**config.mk**
```make
export PLATFORM = sky130hd
export DESIGN_NAME = rrf
export DESIGN_NICKNAME = d
export VERILOG_FILES = /design/src/rtl/rrf.sv
export SDC_FILE = /design/constraint.sdc
export NUM_CORES = 1
export LEC_CHECK = 0
export BUFFER_PORTS_ARGS = -buffer_cell sky130_fd_sc_hd__buf_2
export CORE_ASPECT_RATIO = 0.6
export CORE_MARGIN = 3
export CORE_UTILIZATION = 49
export DETAILED_ROUTE_END_ITERATION = 10
export PLACE_DENSITY = 0.76
export SLEW_MARGIN = 0
export SYNTH_ARGS = -nofsm -noshare
export SYNTH_HDL_FRONTEND = slang
export SYNTH_SLANG_ARGS = --single-unit
```
**constraint.sdc**
```tcl
create_clock -name clk -period 2.15 [get_ports clk]
set_input_delay 0.43 -clock clk [delete_from_list [all_inputs] [get_ports clk]]
set_output_delay 0.43 -clock clk [all_outputs]
set_load 0.02 [all_outputs]
```
**src/rtl/rrf.sv**
```systemverilog
// rrf: retirement register file holding the committed arch->phys map
//   clk, rst      : clock, synchronous active-high reset
//   dequeue_valid : ROB commit strobe
//   rob_out       : commit payload {phys_reg[10:5], arch_reg[4:0]}
//   free_valid    : one-cycle pulse, free_preg is returned to the free list
//   free_preg     : physical register being freed
//   rrf_map       : committed map, entry i = phys reg holding arch reg i
//   commit_count  : retired instructions since reset (wraps)
//   commit_x0     : pulse, the previous cycle's commit targeted x0
module rrf #(
    parameter int NUM_ARCH = 32,
    parameter int NUM_PHYS = 64,
    localparam int AW = $clog2(NUM_ARCH),
    localparam int PW = $clog2(NUM_PHYS)
) (
    input  logic                         clk,
    input  logic                         rst,
    input  logic                         dequeue_valid,
    input  logic [PW+AW-1:0]             rob_out,
    output logic                         free_valid,
    output logic [PW-1:0]                free_preg,
    output logic [NUM_ARCH-1:0][PW-1:0]  rrf_map,
    output logic [63:0]                  commit_count,
    output logic                         commit_x0
);
    logic [AW-1:0] a;
    logic [PW-1:0] p;
    assign a = rob_out[AW-1:0];
    assign p = rob_out[PW+AW-1:AW];
    always_ff @(posedge clk) begin
        if (rst) begin
            for (int i = 0; i < NUM_ARCH; i++) rrf_map[i] <= PW'(i);
            free_valid   <= 1'b0;
            free_preg    <= '0;
            commit_count <= '0;
            commit_x0    <= 1'b0;
        end else begin
            free_valid <= dequeue_valid;
            commit_x0  <= dequeue_valid && a == '0;
            if (dequeue_valid) begin
                // x0 results are never visible, so the new phys goes straight back
                free_preg    <= a == '0 ? p : rrf_map[a];
                commit_count <= commit_count + 64'd1;
                if (a != '0) rrf_map[a] <= p;
            end
        end
    end
endmodule

```
==> flow_summary.json, run 1 <==
{
  "status": "complete, no violations",
  "antenna_found_initial": 1,
  "post-route-drc-count": 0,
  "critPathLaunchType": "register",
  "dieArea_um2": 26600,
  "syn_area_per_cell_um2": 8.95,
  "fillers": 1921,
  "cts.path.max_buffers": 3,
  "fin_crit_ns": 2.07,
  "cpMostUsedCell": "buf_4",
  "setup_viol": 0,
  "layoutNonFillerInstCount": 2059,
  "grt_first_pass_wirelength_mm": 69.6,
  "reg2reg_depth": 7,
  "cp.depth": 7,
  "nets": 1745,
  "hold_path_class": "in2reg",
  "fin_crit_sh_pct": 96.3,
  "synth-simple-area-share_pct": 23.3,
  "ys_seq_elements": 264,
  "p_total_mw": 10.5,
  "viasPerCell": 6.02,
  "clock-sinks": 264,
  "reg2reg_to": "commit_count[51]",
  "grt_max_degree": 105,
  "fin_skew_ns": 0.0107,
  "p_leak_nw": 6.93,
  "postSynth.asyncResetShare_pct": 0,
  "startpoint": "commit_count[33]",
  "internal_power_mw": 7.98,
  "path_buf_inv": 2,
  "gp_congestion": 1.00,
  "endpoint_kind": "register",
  "place_ws_ns": -0.234,
  "synth_adder_area_share_pct": 0.104,
  "worst_pin_slew_ns": 0.695,
  "synthToLayoutAreaGrowth_pct": 30.8,
  "ant_nets": 0,
  "die_h_um": 127,
  "cp_slowest_stage_delay_ns": 0.46,
  "crit_family": "simple AND/OR/NAND/NOR gates",
  "clk_latency_ns": 0.53,
  "synth_flop_cell": "dfxtp_1",
  "place_inst": 2012,
  "power.density_nw_per_um2": 665,
  "num_rows": 43,
  "synth_top_family_by_area": "simple AND/OR/NAND/NOR gates",
  "power_frac_clock_pct": 44.8,
  "worstReg2RegStart": "commit_count[33]",
  "io_pins": 278,
  "drt_iter0_drc": 1617,
  "vdd_drop_max_mv": 0.455,
  "rsz0062_at_grt": "false",
  "drive_gt1_share_pct": 30.5,
  "drv_cap": 0,
  "drt-pass1-iter-count": 5,
  "switchingPower_mw": 2.50,
  "cp.arrival_ns": 2.53,
  "syn_nets": 1361,
  "muxShareOfSynthArea_pct": 18.5,
  "post_drt_wl_per_cell_um": 22.5,
  "cts_inserted_buffers": 25,
  "syn_inst": 1346,
  "synth_cell_types": 50,
  "io_buffers": 277,
  "synth_xor_area_share_pct": 2.40,
  "max_freq_ghz": 0.483,
  "r2r_slack_ns": 0.08,
  "vias": 12400,
  "hold_buffers": 0,
  "root_buffer": "clkbuf_16",
  "finalHoldViolations": 0,
  "grt_overflow": 0,
  "synth_compound_area_share_pct": 8.09,
  "swShare_pct": 23.9,
  "cts_tree": "built",
  "slew_violations": 0,
  "critPathSlowestCell": "dfxtp_1",
  "whs_ns": 0.243,
  "cp_max_fo": 10,
  "critPathRequiredTime_ns": 2.61,
  "finish.utilization_pct": 66.7,
  "h-tree-depth": 1,
  "synth_edf_count": 0,
  "pwr-share-seq_pct": 47.4,
  "path_class": "reg2reg",
  "core_area_um2": 23600,
  "die_x_um": 208,
  "yosysWarnings": 0,
  "setup_ws_ns": 0.0791,
  "yosysSeqAreaShare_pct": 43.8,
  "crit_end": "commit_count[51]",
  "grt_usage_pct": 33.1,
  "place_hpwl_mm": 34.3,
  "combPwrFrac_pct": 7.8,
  "path_cells": "nand4_2 -> nor4_1 -> buf_4 -> nand2_1 -> buf_4 -> or4_1 -> a21oi_1",
  "initial_core_util_pct": 51.0,
  "relSlewSlack_pct": 53.6,
  "path_clk_slew_ns": 0.07,
  "netlist_area_um2": 12100,
  "first_global_vias": 11200,
  "wirelength_mm": 46.4
}
## sequential cells by signal, indices dropped and copies added (netlist names)
name and count:
commit_count 64, rrf_map 192, commit_x0 1, free_preg 6, free_valid 1
## stage by stage
step           cell area (um2)  setup TNS, ns
2_1_floorplan            12100              0
3_3_place_gp             14800         -0.867
3_5_place_dp             14800         -0.896
4_1_cts                  15700              0
5_1_grt                  15800              0
6_report                 15800              0
## logic make-up (layout without fill, tap and decap cells)
kind of cell	Yosys count	count (layout)
multiplexers	223	223
buffers and inverters	103	500
AND/OR/NAND/NOR	545	545
AO/OA/AOI/OAI	177	177
XOR/XNOR	33	33
other	0	1
adder cells (fa/ha/maj)	1	1
flip-flops	264	264
## cell usage in the layout (no fill, tap or decap), types with 25 or more instances in the layout
cell type and n:
o21ai_0 40, buf_2 275, nand3_1 93, xnor2_1 25, a21oi_1 75, buf_4 164, o22ai_1 54, mux2i_1 223
nand2_1 162, dfxtp_1 263, nor2_1 124, clkbuf_16 25
## layout make-up
| cell class | instances | area [um2] | area share, % |
|---|---|---|---|
| multi-input cells | 979 | 6360 | 40.4 |
| flip-flops and latches | 264 | 5290 | 33.5 |
| repair buffers | 451 | 2840 | 18.0 |
| clock buffers | 31 | 698 | 4.43 |
| well taps | 315 | 394 | 2.50 |
| clock inverters | 9 | 148 | 0.937 |
| inverters | 9 | 33.8 | 0.214 |
| diodes | 1 | 2.50 | 0.0159 |
## worst min path at each step
stage               slack [ns]               end  depth (start not counted)        start
global placement          0.46       rrf_map[47]                          2  rrf_map[47]
CTS                       0.23  commit_count[50]                          2          rst
floorplan                 0.52        free_valid                          1          rst
detailed placement        0.47       rrf_map[47]                          2  rrf_map[47]
finish                    0.24  commit_count[50]                          2          rst
global route              0.26  commit_count[54]                          2          rst
## metal layers
metal  track usage [%]  part of all wire (%)  vias up
met4              5.90                   1.8        2
met3              7.83                    12       74
li1                  -                     -     5550
met2              47.0                    41      794
met1              51.1                    45     5968
met5                 0                 0.026        -
## power groups by stage
| stage | registers (mW) | logic [mW] | clock network (mW) |
|---|---|---|---|
| finish | 4.97 | 0.817 | 4.69 |
| global route | 4.97 | 0.847 | 4.91 |
| CTS | 4.97 | 0.791 | 4.72 |
| detailed placement | 5.08 | 0.787 | 0 |
| global placement | 5.08 | 0.775 | 0 |
| floorplan | 5.12 | 0.402 | 0 |
## timing repair
item / in CTS / in global routing
pin swaps: 0 / 6
setup endpoints to repair: 1 / 6
setup buffers: 0 / 6
resized for setup: 1 / 7
## worst register-to-register path: stages, from the launching register on
cell	delay [ns]
dfxtp_1	0.46
nand4_2	0.18
nor4_1	0.33
buf_4	0.19
nand2_1	0.05
buf_4	0.18
or4_1	0.46
a21oi_1	0.16
## synth_stat cells, types with 2 or more instances
cell type	number	area share [%]
nand4_1	21	1.1
and3_1	11	0.57
buf_6	2	0.19
xnor2_1	25	1.8
nor3_4	3	0.40
and4_1	6	0.44
dfxtp_1	264	44
nand2_1	162	5.0
nor2_2	9	0.47
or3_1	21	1.1
nor4_1	6	0.31
nor2b_1	13	0.67
nor3_2	3	0.25
nand3_4	3	0.44
a21oi_1	75	3.1
nand4b_1	4	0.29
or4b_2	4	0.33
and2_1	2	0.10
nor2_1	124	3.9
nor3b_2	2	0.21
nand4bb_1	6	0.56
inv_1	8	0.25
nor3_1	15	0.62
or4_1	20	1.2
o22ai_1	54	2.8
nand4_2	3	0.31
o31ai_1	7	0.44
buf_4	6	0.37
clkbuf_1	66	2.1
nand3_1	93	3.9
nor4_2	2	0.21
nand3b_1	3	0.19
xor2_1	8	0.58
o21ai_0	40	1.7
buf_2	16	0.66
mux2i_1	223	19
buf_1	3	0.093
Note: power is estimated with default switching activity, not from simulation.
==> run 2: changes to the inputs <==
- ABC_AREA: unset -> 1
- CORE_UTILIZATION: 49 -> 50
- GPL_TIMING_DRIVEN: unset -> 0
==> run 2 against run 1 <==
  * Register-to-register slack about the same
  * Global-route usage increased by 6.3 points
  * Total power increased by 7.2%
  * Critical path type unchanged
  * Critical endpoint is now commit_count[48]
  * Largest power group is now the clock network
  * Highest routed layer is now met4
==> flow_summary.json, run 2 <==
{
  "layoutNonFillerInstCount": 2728,
  "initial_core_util_pct": 51.2,
  "pwr-share-seq_pct": 44.5,
  "setup_viol": 0,
  "drive_gt1_share_pct": 18.4,
  "p_leak_nw": 7.65,
  "setup_ws_ns": 0.0771,
  "cts_tree": "built",
  "path_clk_slew_ns": 0.07,
  "post-route-drc-count": 0,
  "postSynth.asyncResetShare_pct": 0,
  "cpMostUsedCell": "nand2_1",
  "drv_cap": 0,
  "path_cells": "nand2_1 -> nor2_1 -> nand3_2 -> nor2_2 -> nand4_1 -> buf_4 -> nand2_1 -> nand2_1 -> nor2_1",
  "clk_latency_ns": 0.56,
  "dieArea_um2": 28100,
  "combPwrFrac_pct": 8.8,
  "synthToLayoutAreaGrowth_pct": 22.1,
  "reg2reg_depth": 9,
  "power_frac_clock_pct": 46.7,
  "vdd_drop_max_mv": 0.642,
  "synth_flop_cell": "dfxtp_1",
  "fin_crit_ns": 2.07,
  "syn_nets": 2069,
  "critPathRequiredTime_ns": 2.65,
  "crit_end": "commit_count[48]",
  "cp.arrival_ns": 2.57,
  "swShare_pct": 26.5,
  "rsz0062_at_grt": "true",
  "netlist_top_cells_area": "dfxtp_1, nand2_1, nor2_1",
  "gp_congestion": 1.00,
  "finalHoldViolations": 0,
  "worstReg2RegStart": "commit_count[13]",
  "yosysSeqAreaShare_pct": 40.6,
  "relSlewSlack_pct": 26.1,
  "io_buffers": 273,
  "mostFrequentLayoutCell": "nand2_1",
  "io_pins": 278,
  "largest_reg_flops": 192,
  "synth_common_cells": "nand2_1, nor2_1, dfxtp_1",
  "slew_violations": 0,
  "syn_area_per_cell_um2": 6.34,
  "ant_nets": 0,
  "grt_overflow": 0,
  "switchingPower_mw": 2.97,
  "max_freq_ghz": 0.482,
  "cts.path.max_buffers": 3,
  "fin_crit_sh_pct": 96.4,
  "hold_path_class": "in2reg",
  "synth_edf_count": 0,
  "drt_iter0_drc": 2546,
  "place_area_um2": 14800,
  "num_rows": 45,
  "endpoint_kind": "register",
  "die_h_um": 131,
  "vias": 15600,
  "grt_first_pass_wirelength_mm": 83.5,
  "worst_pin_slew_ns": 1.11,
  "nets": 2371,
  "power.density_nw_per_um2": 706,
  "netlist_area_um2": 13000,
  "root_buffer": "clkbuf_16",
  "yosys.area.top_type": "dfxtp_1",
  "place_ws_ns": -0.541,
  "viasPerCell": 5.72,
  "startpoint": "commit_count[13]",
  "mostFrequentLayoutCells": "nand2_1, nor2_1, buf_2, dfxtp_1, o21ai_0",
  "place_hpwl_mm": 44.2,
  "synth_top_area_share_pct": 40.6,
  "yosysWarnings": 0,
  "place_inst": 2679,
  "path_class": "reg2reg",
  "final_cell_area_um2": 15900,
  "h-tree-depth": 1,
  "largest_register": "rrf_map",
  "critPathLaunchType": "register",
  "synth_cell_types": 37,
  "cp_slowest_stage_delay_ns": 0.47,
  "p_total_mw": 11.2,
  "antenna_found_initial": 1,
  "die_x_um": 214,
  "post_drt_wl_per_cell_um": 21.5,
  "clock-sinks": 264,
  "syn_inst": 2054,
  "grt_usage_pct": 39.4,
  "internal_power_mw": 8.26,
  "top_regs": "rrf_map x192, commit_count x64, free_preg x6",
  "fin_skew_ns": 0.0111,
  "first_global_vias": 13300,
  "critPathSlowestCell": "dfxtp_1",
  "reg2reg_to": "commit_count[48]",
  "cp_max_fo": 5,
  "wirelength_mm": 58.6,
  "hp-start": "rob_out[7]",
  "grt_max_degree": 16,
  "fillers": 2476,
  "core_area_um2": 25400,
  "status": "complete, no violations",
  "cts_inserted_buffers": 26,
  "hold_buffers": 0,
  "yosysMostFrequentCell": "nand2_1",
  "drt-pass1-iter-count": 6,
  "r2r_slack_ns": 0.08,
  "whs_ns": 0.193,
  "ys_seq_elements": 264
}
-- run 2: cell count changes after synthesis, sizes merged, moves of 22 or more --
| cell | change |
|---|---|
| o22ai | -54 |
| nand2 | +611 |
| mux2i | -223 |
| a21oi | -28 |
| o21ai | +116 |
| inv | +123 |
| or3 | -22 |
| nor2 | +276 |
-- run 2: critical path, delay by kind of cell, from the launching register on --
| family | cells | cell delay [ns] |
|---|---|---|
| simple gates | 8 | 1.30 |
| flops | 1 | 0.47 |
| buf+inv | 1 | 0.24 |
-- run 2: area by class of cell --
class | instances | area, um2 | share of cell area (%)
multi-input combinational | 1576 | 7010 | 44.1
sequential | 264 | 5290 | 33.2
timing repair buffer | 274 | 1370 | 8.64
clock buffer | 34 | 722 | 4.54
inverter | 132 | 508 | 3.19
tap | 352 | 440 | 2.77
buffer | 82 | 327 | 2.05
clock inverter | 13 | 231 | 1.46
antenna | 1 | 2.50 | 0.0157
-- run 2: logic make-up after synthesis --
group           share of synthesized area (%)
buf+inv                                  6.40
flops                                    40.6
xor+xnor                                0.942
compound gates                           8.49
fa+ha+maj                              0.0961
simple gates                             43.5
-- run 2: worst min path at each step --
stage | end | slack (ns) | depth (start not counted)
3_3_place_gp | rrf_map[3] | 0.43 | 2
2_1_floorplan | rrf_map[0] | 0.51 | 2
5_1_grt | rrf_map[168] | 0.21 | 3
4_1_cts | rrf_map[74] | 0.18 | 3
3_5_place_dp | rrf_map[4] | 0.43 | 2
6_report | rrf_map[74] | 0.19 | 3
-- run 2: power groups by stage --
stage | Sequential (mW) | Clock (mW) | Combinational [mW]
floorplan | 5.16 | 0 | 0.475
global placement | 5.10 | 0 | 0.926
detailed placement | 5.11 | 0 | 0.933
CTS | 4.99 | 5.22 | 0.938
global route | 5.00 | 5.40 | 1.02
finish | 5.00 | 5.24 | 0.989
-- run 2: per-stage QoR --
| stage | util, % | TNS (ns) |
|---|---|---|
| 3_3_place_gp | 58.3 | -9.45 |
| 3_5_place_dp | 58.3 | -14.39 |
| 2_1_floorplan | - | 0 |
| 4_1_cts | 62.1 | 0 |
| 6_report | 62.5 | 0 |
| 5_1_grt | 62.5 | -0.00427 |
-- run 2: timing repair --
action,in CTS,in global routing
setup endpoints to repair,6,35
buffers inserted,0,1
resized for setup,3,30
cloned,0,0
-- run 2: per-layer routing --
metal	GRT usage [%]	part of all wire, %
met5	0	0
met4	8.79	2.3
met3	11.5	16
met2	51.3	37
met1	62.3	44
